[config.mk]
export PLATFORM = sky130hd
export DESIGN_NAME = emesh_packet_fifo
export DESIGN_NICKNAME = d
export VERILOG_FILES = /design/src/rtl/emesh_pkg.sv /design/src/rtl/emesh_fifo_ram.sv /design/src/rtl/emesh_packet_fifo.sv
export SDC_FILE = /design/constraint.sdc
export NUM_CORES = 1
export LEC_CHECK = 0
export BUFFER_PORTS_ARGS = -buffer_cell sky130_fd_sc_hd__buf_2
export CAP_MARGIN = 40
export CORE_AREA = 5 5 166 168
export CTS_CLUSTER_SIZE = 12
export DETAILED_ROUTE_END_ITERATION = 6
export DIE_AREA = 0 0 171 173
export GPL_TIMING_DRIVEN = 0
export PLACE_DENSITY = 0.94
export SYNTH_ARGS = -nofsm -noshare
export SYNTH_HDL_FRONTEND = slang
export SYNTH_SLANG_ARGS = --single-unit
[constraint.sdc]
create_clock -name clk -period 23.7 [get_ports clk]
set_input_delay 3.555 -clock clk [delete_from_list [all_inputs] [get_ports clk]]
set_output_delay 3.555 -clock clk [all_outputs]
set_load 0.1 [all_outputs]
[src/rtl/emesh_pkg.sv]
// emesh_pkg: shared emesh packet width, field positions and datamode encoding
package emesh_pkg;
  localparam int PW = 104;
  localparam int WRITE_BIT = 0;
  localparam int DMODE_LSB = 1;
  localparam int CMODE_LSB = 3;
  localparam int DST_LSB = 8;
  localparam int DATA_LSB = 40;
  localparam int SRC_LSB = 72;
  typedef enum logic [1:0] {BYTE, HALF, WORD, DOUBLE} datamode_e;
endpackage

[src/rtl/emesh_fifo_ram.sv]
// emesh_fifo_ram: DEPTH x PW register array, one write port, one async read port
module emesh_fifo_ram #(
  parameter int PW = 104,
  parameter int DEPTH = 4,
  parameter int AW = $clog2(DEPTH)
) (
  input  logic          clk,
  input  logic          we,
  input  logic [AW-1:0] waddr,
  input  logic [PW-1:0] wdata,
  input  logic [AW-1:0] raddr,
  output logic [PW-1:0] rdata
);
  logic [PW-1:0] mem [DEPTH];
  always_ff @(posedge clk)
    if (we) mem[waddr] <= wdata;
  assign rdata = mem[raddr];
endmodule

[src/rtl/emesh_packet_fifo.sv]
// emesh_packet_fifo: show-ahead packet buffer with access/wait flow control,
// occupancy, pending-read count and sticky drop error
module emesh_packet_fifo #(
  parameter int PW = emesh_pkg::PW,
  parameter int DEPTH = 4,
  parameter int CW = $clog2(DEPTH) + 1
) (
  input  logic          clk,
  input  logic          nreset,
  input  logic          access_in,
  input  logic [PW-1:0] packet_in,
  output logic          wait_out,
  output logic          access_out,
  output logic [PW-1:0] packet_out,
  input  logic          wait_in,
  output logic [CW-1:0] fifo_count,
  output logic [CW-1:0] rd_pending,
  output logic          drop_err
);
  import emesh_pkg::*;
  localparam int AW = $clog2(DEPTH);
  logic [AW-1:0] wr_ptr, rd_ptr;
  logic full, empty, push, pop, push_rd, pop_rd;
  assign full = fifo_count == CW'(DEPTH);
  assign empty = fifo_count == '0;
  assign wait_out = full;
  assign access_out = ~empty;
  assign push = access_in & ~full;
  assign pop = access_out & ~wait_in;
  assign push_rd = push & ~packet_in[WRITE_BIT];
  assign pop_rd = pop & ~packet_out[WRITE_BIT];
  always_ff @(posedge clk or negedge nreset)
    if (!nreset) begin
      wr_ptr <= '0;
      rd_ptr <= '0;
      fifo_count <= '0;
      rd_pending <= '0;
      drop_err <= 1'b0;
    end else begin
      wr_ptr <= wr_ptr + AW'(push);
      rd_ptr <= rd_ptr + AW'(pop);
      fifo_count <= fifo_count + CW'(push) - CW'(pop);
      rd_pending <= rd_pending + CW'(push_rd) - CW'(pop_rd);
      drop_err <= drop_err | (access_in & full);
    end
  emesh_fifo_ram #(.PW(PW), .DEPTH(DEPTH)) u_ram (
    .clk(clk),
    .we(push),
    .waddr(wr_ptr),
    .wdata(packet_in),
    .raddr(rd_ptr),
    .rdata(packet_out)
  );
endmodule
==> metrics, run 1 <==
status completed; Clock Pin Slew Worst Setup and Hold Paths 0.06 ns; synth warn 0; Critical Path Start Type flop; Max-cap violations 0; Crit. End Element output port; clk sink count about 430; port bufs 220; core area 25,760 µm²; post-route setup slack between 15 and 20 ns; critical path's most frequent cell buf_2; Critical-path top delay cell buf_2; minimum clock period ~6.0 ns; post_cts resized 0; die width 171 µm; Hold Crit Class reg2reg; H-tree Lvls 2; initial antenna violation count 3; largest net degree at the start of global routing 55; top post-synthesis cells by area edfxtp_1 (80%), mux4_2 (15%), dfrtp_1 (1.8%), buf_6 (0.43%), buf_2 (0.42%); nets@finish 1,005; Final period util 25.48%; Seq/Total Area, Yosys 82.19%; Final setup viols 0; Total Routing Usage GR between 20% and 30%; clk root buf clkbuf_16; gpl congestion about 0.73; Synth Cell Area 15,530 µm²; DR WL/cell 26.12 µm; setup_tns 0 ns; Worst-Skew Late Latency about 0.52 ns; WP data required 20.15 ns; die area 29,580 µm²; FILL cells 1,406; drt pass-1 iters 6; hold path start drop_err; Post-CTS Setup Bufs 0; Hold Fails Final Rpt 0; RR Startpoint fifo_count[2]; Die Span Y 173 µm; final wirelength about 32,000 µm; DP HPWL 21,440 µm; Yosys top cell by area edfxtp_1; Crit Path Category reg2out; Cell variety after synth 21; critical-path cell list buf_2, buf_2, buf_2, mux4_2, buf_2; syn_nets 702; first-pass GRT wire length 48,710 µm; Worst-Margin Slew 0.8343 ns; Slew Viols, Final 0; RSZ-0062 raised after global routing false; post-synth top area share between 80% and 90%; maximum clock rate 165.6 MHz; CP Launch Point rd_ptr[1]; post-route ant nets 0; initial DRC count 717; DRC 0; Syn Inst Count 588; max_slew headroom 44.38%; Site Rows 59; share of layout cells above drive strength 1 around 48%; Ports 221; CTS tree done; GRT overflow 0; largest stage delay on the critical path 0.44 ns; Initial Utilization 60.29%; commonest non-fill, non-tap cell in the layout edfxtp_1; critical path arrival roughly 2.5 ns; Syn Area/Cell 26.42 µm²; Via density 5.882; crit-path max FO 10; CTS Buffer Depth 3; commonest cells after routing, fill and taps aside edfxtp_1 (416), buf_2 (233), mux4_2 (104), clkbuf_16 (45), buf_6 (24); vias in the first global route 7,920; CTS Buf Count between 40 and 50; Place WS 17.94 ns; via count 7,311; Seq cells post-synth 427; synth-to-layout area growth 20.12%; hold_buf cts 0; skew final 0.01064 ns
==> per-stage QoR <==
stage	instance area (µm²)	hold slack (ns)	cells	utilization, %
finish	18660	0.4692	1243	72.42
global route	18660	0.4879	1242	72.42
CTS	18650	0.4678	1241	72.41
detailed placement	17450	0.4508	1182	67.75
global placement	17050	0.4540	1143	66.19
floorplan	15530	0.4876	588	-
==> flip-flops by register name, summed over array words and instances, names as in the netlist <==
register / cells
drop_err: 1
fifo_count: 3
rd_pending: 3
rd_ptr: 2
u_ram.mem: 416
wr_ptr: 2
==> area by class of cell <==
class	instances	area (µm²)	share of cell area [%]
buffer	24	155.1	0.8315
inverter	6	22.52	0.1207
clock buffer	55	1184	6.343
tap	335	419.2	2.246
multi-input combinational	131	2609	13.98
antenna	2	5.005	0.02682
timing repair buffer	259	1481	7.939
clock inverter	4	16.27	0.08717
sequential	427	12770	68.42
==> synth_stat cells <==
master	instances
buf_4	1
mux4_2	104
nor3b_1	4
inv_1	6
nor3_2	1
buf_6	6
xor2_1	4
xnor2_1	4
buf_2	13
and3_1	1
fa_1	2
edfxtp_1	416
clkbuf_1	4
nand2_1	1
a21o_1	1
nor3_1	2
nor2_1	1
nand2b_1	1
nand2b_2	1
dfrtp_1	11
ha_1	4
==> path summary, 6_finish.rpt <==
kind / cells after the start / to / slack (ns)
worst max register to register: 8 / u_ram.mem[2][56] / 20.86
min in group asynchronous: 1 / fifo_count[2] / 2.90
worst max-delay path: 5 / packet_out[60] / 17.66
worst min-delay path: 1 / drop_err / 0.47
worst min register to register: 1 / drop_err / 0.47
max in group asynchronous: 1 / fifo_count[1] / 20.58
==> layer usage <==
metal  vias up  GRT usage [%]  wire, µm
li1       3124              -         -
met1      3811          29.05     11830
met2       316          37.89     17420
met3        56          5.160      2510
met4         4          5.249       692
met5         -              0        19
==> cell families after synthesis <==
kind of cell    synth area share [%]
flops                          82.19
mux                            15.08
buf+inv                        1.144
simple gates                  0.5075
xor+xnor                      0.4510
fa+ha+maj                     0.5800
compound gates               0.04835
==> critical path, delay by kind of cell (launching register included) <==
| kind | cells | cell delay (ns) |
|---|---|---|
| DFF | 1 | 0.31 |
| buffers and inverters | 4 | 1.33 |
| muxes | 1 | 0.31 |
Power of run 1 is not shown: default switching activity piles up to over one toggle a cycle in this logic, so the estimate is an artifact.
==> run 2, diff against run 1 <==
--- a/config.mk
+++ b/config.mk
@@ -5,14 +5,15 @@
 export SDC_FILE = /design/constraint.sdc
 export NUM_CORES = 1
 export LEC_CHECK = 0
+export ABC_AREA = 1
 export BUFFER_PORTS_ARGS = -buffer_cell sky130_fd_sc_hd__buf_2
 export CAP_MARGIN = 40
-export CORE_AREA = 5 5 166 168
+export CORE_AREA = 5 5 183 185
 export CTS_CLUSTER_SIZE = 12
 export DETAILED_ROUTE_END_ITERATION = 6
-export DIE_AREA = 0 0 171 173
+export DIE_AREA = 0 0 188 190
 export GPL_TIMING_DRIVEN = 0
-export PLACE_DENSITY = 0.94
+export PLACE_DENSITY = 0.87
 export SYNTH_ARGS = -nofsm -noshare
 export SYNTH_HDL_FRONTEND = slang
 export SYNTH_SLANG_ARGS = --single-unit
==> constraint.sdc (replaced) <==
create_clock -name clk -period 5.55 [get_ports clk]
set_input_delay 0.8325 -clock clk [delete_from_list [all_inputs] [get_ports clk]]
set_output_delay 0.8325 -clock clk [all_outputs]
set_load 0.1 [all_outputs]
==> run 2 against run 1 <==
  * Utilization shrank 11 points
  * Area after synthesis grew 4.6%
  * Non-clock buffer count grew 36
  * Flip-flop and latch count is the same
  * Wire length grew 21%
  * Die area grew 21%
  * Hold slack lost 0.30 ns
  * First-iteration DRC count grew 8.9%
  * Clock skew grew 0.0038 ns
  * Clock-buffer cell count shrank 4
  * Design area grew 5.7%
  * Critical path type unchanged
==> metrics, run 2 <==
status completed; DP HPWL ~27,000 µm; nets@finish 1,588; Max-cap violations 0; Worst-Margin Slew approximately 0.75 ns; critical-path cell list inv_2, buf_2, buf_2, o21ai_1, o21ai_1, buf_2; post-route ant nets 0; CTS tree done; Biggest register u_ram.mem; critical path's most frequent cell buf_2; share of layout cells above drive strength 1 between 20% and 30%; Crit Path Category reg2out; syn_nets 1,292; commonest cells after routing, fill and taps aside edfxtp_1 (416), nor2_1 (311), buf_2 (254), o21ai_1 (200), o21ai_0 (109); Yosys top cell by area edfxtp_1; H-tree Lvls 2; crit-path max FO 10; maximum clock rate approximately 280 MHz; Total Routing Usage GR 21.57%; GRT overflow 0; max_slew headroom 49.72%; largest stage delay on the critical path 0.48 ns; top post-synthesis cells by area edfxtp_1 (77%), nor2_1 (7.2%), o21ai_1 (6.2%), o21ai_0 (3.4%), dfrtp_1 (1.7%); Top Registers u_ram.mem (416), fifo_count (3), rd_pending (3); Cell variety after synth 23; core area 31,880 µm²; die width between 150 and 200 µm; Synth Cell Area 16,240 µm²; Via density 5.461; vias in the first global route 10,630; share of flip-flops with an asynchronous set or reset under 10%; hold_buf cts 0; minimum clock period 3.570 ns; FILL cells 2,297; post-synth top area share a little under 80%; initial antenna violation count 8; port bufs 220; CTS Buf Count 44; drt pass-1 iters 5; Syn Inst Count 1,178; post-route setup slack 1.980 ns; Final Instance Area 19,720 µm²; Ports around 220; top_reg_cell synth edfxtp_1; synth-to-layout area growth 21.40%; CTS Buffer Depth 3; Post-CTS Setup Bufs 0; setup_tns 0 ns; via count roughly 10,000; Post-synth EDFFs 416; Seq/Total Area, Yosys 78.61%; synth warn 0; clk sink count between 400 and 500; post_cts resized 0; die area 35,720 µm²; Die Span Y 190 µm; first-pass GRT wire length 59,770 µm; Slew Viols, Final 0; WP data required roughly 4.7 ns; Hold Fails Final Rpt 0; DR WL/cell 20.57 µm; Critical Path Start Type flop; max reg flops ~420; DRC 0; Crit. End Element output port; clk root buf clkbuf_16; final wirelength 39,170 µm; Place WS 2.509 ns; Final setup viols 0; Synth top cells by count edfxtp_1 (416), nor2_1 (311), o21ai_1 (200); Seq cells post-synth 427; skew final 0.01445 ns; gpl congestion about 0.78; commonest non-fill, non-tap cell in the layout edfxtp_1; DP Area between 15,000 and 20,000 µm²; Site Rows between 60 and 70; Final period util ~64%; multi-input logic area 3022 µm²; flip-flop and latch area 12,770 µm²; Initial Utilization between 50% and 60%; Worst-Skew Late Latency 0.53 ns; largest net degree at the start of global routing 18; critical path arrival 2.74 ns; Critical-path top delay cell buf_2; Hold Crit Class in2async; most frequent cell after synthesis edfxtp_1; Clock Pin Slew Worst Setup and Hold Paths 0.06 ns; Syn Area/Cell 13.79 µm²; RSZ-0062 raised after global routing false; initial DRC count roughly 780
==> run 2: path summary, 6_finish.rpt <==
kind	start	end	slack (ns)	depth (start not counted)
min reg2reg	drop_err	drop_err	0.48	1
min in group clk	drop_err	drop_err	0.48	1
min	nreset	rd_pending[1]	0.17	1
max reg2reg	fifo_count[0]	u_ram.mem[0][69]	3.10	7
max in group asynchronous	nreset	fifo_count[0]	5.18	1
max	rd_ptr[1]	packet_out[84]	1.98	6
==> run 2: layout make-up <==
type | instances | area share, %
repair buffers | 250 | 8.504
clock buffers | 51 | 5.826
flip-flops and latches | 427 | 64.75
plain buffers | 69 | 2.158
inverters | 19 | 0.3617
clock inverters | 12 | 0.4188
well taps | 408 | 2.589
diodes | 5 | 0.06346
multi-input cells | 663 | 15.33
==> run 2: worst max-delay path: cells and delay by family, from the launching register on <==
family | cells | cell delay, ns
DFF | 1 | 0.41
AOI/OAI and AO/OA | 2 | 0.32
buffers and inverters | 4 | 1.46
==> run 2: logic make-up after synthesis <==
kind of cell / count (synthesis) / synth area share [%]
buffers and inverters: 88 / 3.058
xor gates and xnor gates: 3 / 0.1618
DFF: 427 / 78.61
adders and majority gates: 6 / 0.5547
and+or+nand+nor: 343 / 8.012
AOI/OAI and AO/OA: 311 / 9.599
==> run 2: routing by layer <==
metal / track usage (%) / part of all wire, %
met5: 0 / 0.17
met4: 6.352 / 2.5
met3: 5.780 / 8.9
met2: 36.92 / 50
met1: 27.31 / 38
==> run 2: through the flow <==
stage	util, %	hold slack [ns]	instances
after global placement	56.07	0.4562	1806
after detailed placement	57.95	0.4608	1836
after floorplan	-	0.4825	1178
after global routing	61.83	0.1600	1901
final	61.85	0.1686	1904
after CTS	61.82	0.1537	1899
Power of run 2 is left out for the same reason.
==> run 3, diff against run 2 <==
--- a/config.mk
+++ b/config.mk
@@ -8,12 +8,12 @@
 export ABC_AREA = 1
 export BUFFER_PORTS_ARGS = -buffer_cell sky130_fd_sc_hd__buf_2
 export CAP_MARGIN = 40
-export CORE_AREA = 5 5 183 185
+export CORE_AREA = 5 5 175 177
 export CTS_CLUSTER_SIZE = 12
 export DETAILED_ROUTE_END_ITERATION = 6
-export DIE_AREA = 0 0 188 190
+export DIE_AREA = 0 0 180 182
 export GPL_TIMING_DRIVEN = 0
-export PLACE_DENSITY = 0.87
+export PLACE_DENSITY = 0.9
 export SYNTH_ARGS = -nofsm -noshare
 export SYNTH_HDL_FRONTEND = slang
 export SYNTH_SLANG_ARGS = --single-unit
==> constraint.sdc (replaced) <==
create_clock -name clk -period 3.3 [get_ports clk]
set_input_delay 0.495 -clock clk [delete_from_list [all_inputs] [get_ports clk]]
set_output_delay 0.495 -clock clk [all_outputs]
set_load 0.1 [all_outputs]
==> run 3 against run 2 <==
  * Largest cell class unchanged
  * Critical endpoint is now packet_out[93]
  * Setup slack got worse by 1.9 ns
  * Flip-flop and latch count is the same
  * Hold slack better by 0.018 ns
  * Critical path type unchanged
==> metrics, run 3 (synthesis gave the netlist of run 2 again) <==
status completed; port bufs 220; commonest non-fill, non-tap cell in the layout edfxtp_1; post-route ant nets 0; RSZ-0062 raised after global routing false; Via density 5.651; Crit. End Element output port; placed insts 1,819; maximum clock rate between 300 and 400 MHz; CTS Buf Count 43; die width around 180 µm; clk root buf clkbuf_16; Top Family by Delay on Critical Path buffers and inverters; post_cts resized 0; H-tree Lvls 2; hold_buf cts 1; largest net degree at the start of global routing 17; Max-cap violations 0; DR WL/cell 20.63 µm; Crit Path Category reg2out; initial antenna violation count 7; first-pass GRT wire length 58,880 µm; Post-CTS Setup Bufs 0; Site Rows 63; die area 32,760 µm²; synth-to-layout area growth 21.57%; Biggest register u_ram.mem; critical path arrival around 2.7 ns; share of layout cells above drive strength 1 approximately a quarter; skew final ~0.007 ns; sum of buffers and inverters on the critical path 4; Slew Viols, Final 0; vias in the first global route 10,710; CTS tree done; Hold Slack 0.1868 ns; Layout Cells excl Fill 1,888; Worst-Skew Late Latency 0.52 ns; via count approximately 11,000; Worst-Margin Slew 0.7429 ns; core area 29,090 µm²; minimum clock period 3.174 ns; largest stage delay on the critical path 0.46 ns; Final period util 96.18%; GRT overflow 0; crit-path max FO 10; clk sink count 427; initial DRC count 1,074; Hold Fails Final Rpt 0; Die Span Y roughly 180 µm; Initial Utilization 55.84%; Critical Path Start Type flop; DRC 0; commonest cells after routing, fill and taps aside edfxtp_1 (416), nor2_1 (310), buf_2 (254), o21ai_1 (203), o21ai_0 (106); Ports 221; Total Routing Usage GR 22.90%; WP data required 2.80 ns; CTS Buffer Depth 3; gpl congestion 0.7814; DP HPWL 26,110 µm; drt pass-1 iters 5; max_slew headroom about half; Clock Pin Slew Worst Setup and Hold Paths 0.06 ns; critical-path cell list inv_2, buf_2, buf_2, o21ai_0, o21ai_1, buf_2; final wirelength slightly below 40,000 µm; Hold Crit Class in2reg; nets@finish 1,589; critical path's most frequent cell buf_2; Top Registers u_ram.mem (416), fifo_count (3), rd_pending (3); max reg flops roughly 420; Critical-path top delay cell buf_2; Final setup viols 0
[run 3: cell count changes in the layout (fill, tap and decap cells not counted), moves of 3 or more]
cell,delta
o21ai_1,+3
clkbuf_8,+3
dfrtp_4,+3
clkinv_1,-5
dfrtp_1,-3
clkbuf_1,+5
o21ai_0,-3
[run 3: per-layer routing]
layer	wire length, µm	track usage, %
met2	20170	40.84
met3	2806	3.986
met5	46	0
met4	1405	8.564
met1	14530	28.22
[run 3: final cells by class]
cell class | instances | area, µm²
sequential | 427 | 12780
fill | 1906 | 9343
multi-input combinational | 663 | 3039
timing repair buffer | 252 | 1673
clock buffer | 59 | 1209
tap | 390 | 488.0
buffer | 69 | 425.4
inverter | 19 | 71.32
clock inverter | 6 | 52.55
antenna | 3 | 7.507
[run 3: worst paths after layout]
| path | from | endpoint | slack (ns) | cells after the start |
|---|---|---|---|---|
| worst min register to register | drop_err | drop_err | 0.48 | 1 |
| worst max-delay path | rd_ptr[1] | packet_out[93] | 0.13 | 6 |
| min in group asynchronous | nreset | fifo_count[2] | 0.40 | 2 |
| max in group asynchronous | nreset | fifo_count[0] | 2.68 | 2 |
| worst min-delay path | packet_in[89] | u_ram.mem[1][89] | 0.19 | 1 |
| worst max register to register | rd_ptr[0] | rd_pending[2] | 0.84 | 15 |
[run 3: metrics by stage]
step                      area, µm²  TNS [ns]  setup WS [ns]  utilization, %
after floorplan               16310   -214.30        -0.5489               -
after global placement        17900   -833.98         -2.107           61.55
after detailed placement      18470         0         0.7029           63.48
after CTS                     19740         0         0.1279           67.85
after global routing          19740         0        0.08073           67.88
final                         19740         0         0.1261           67.88
Power of run 3 is left out for the same reason.
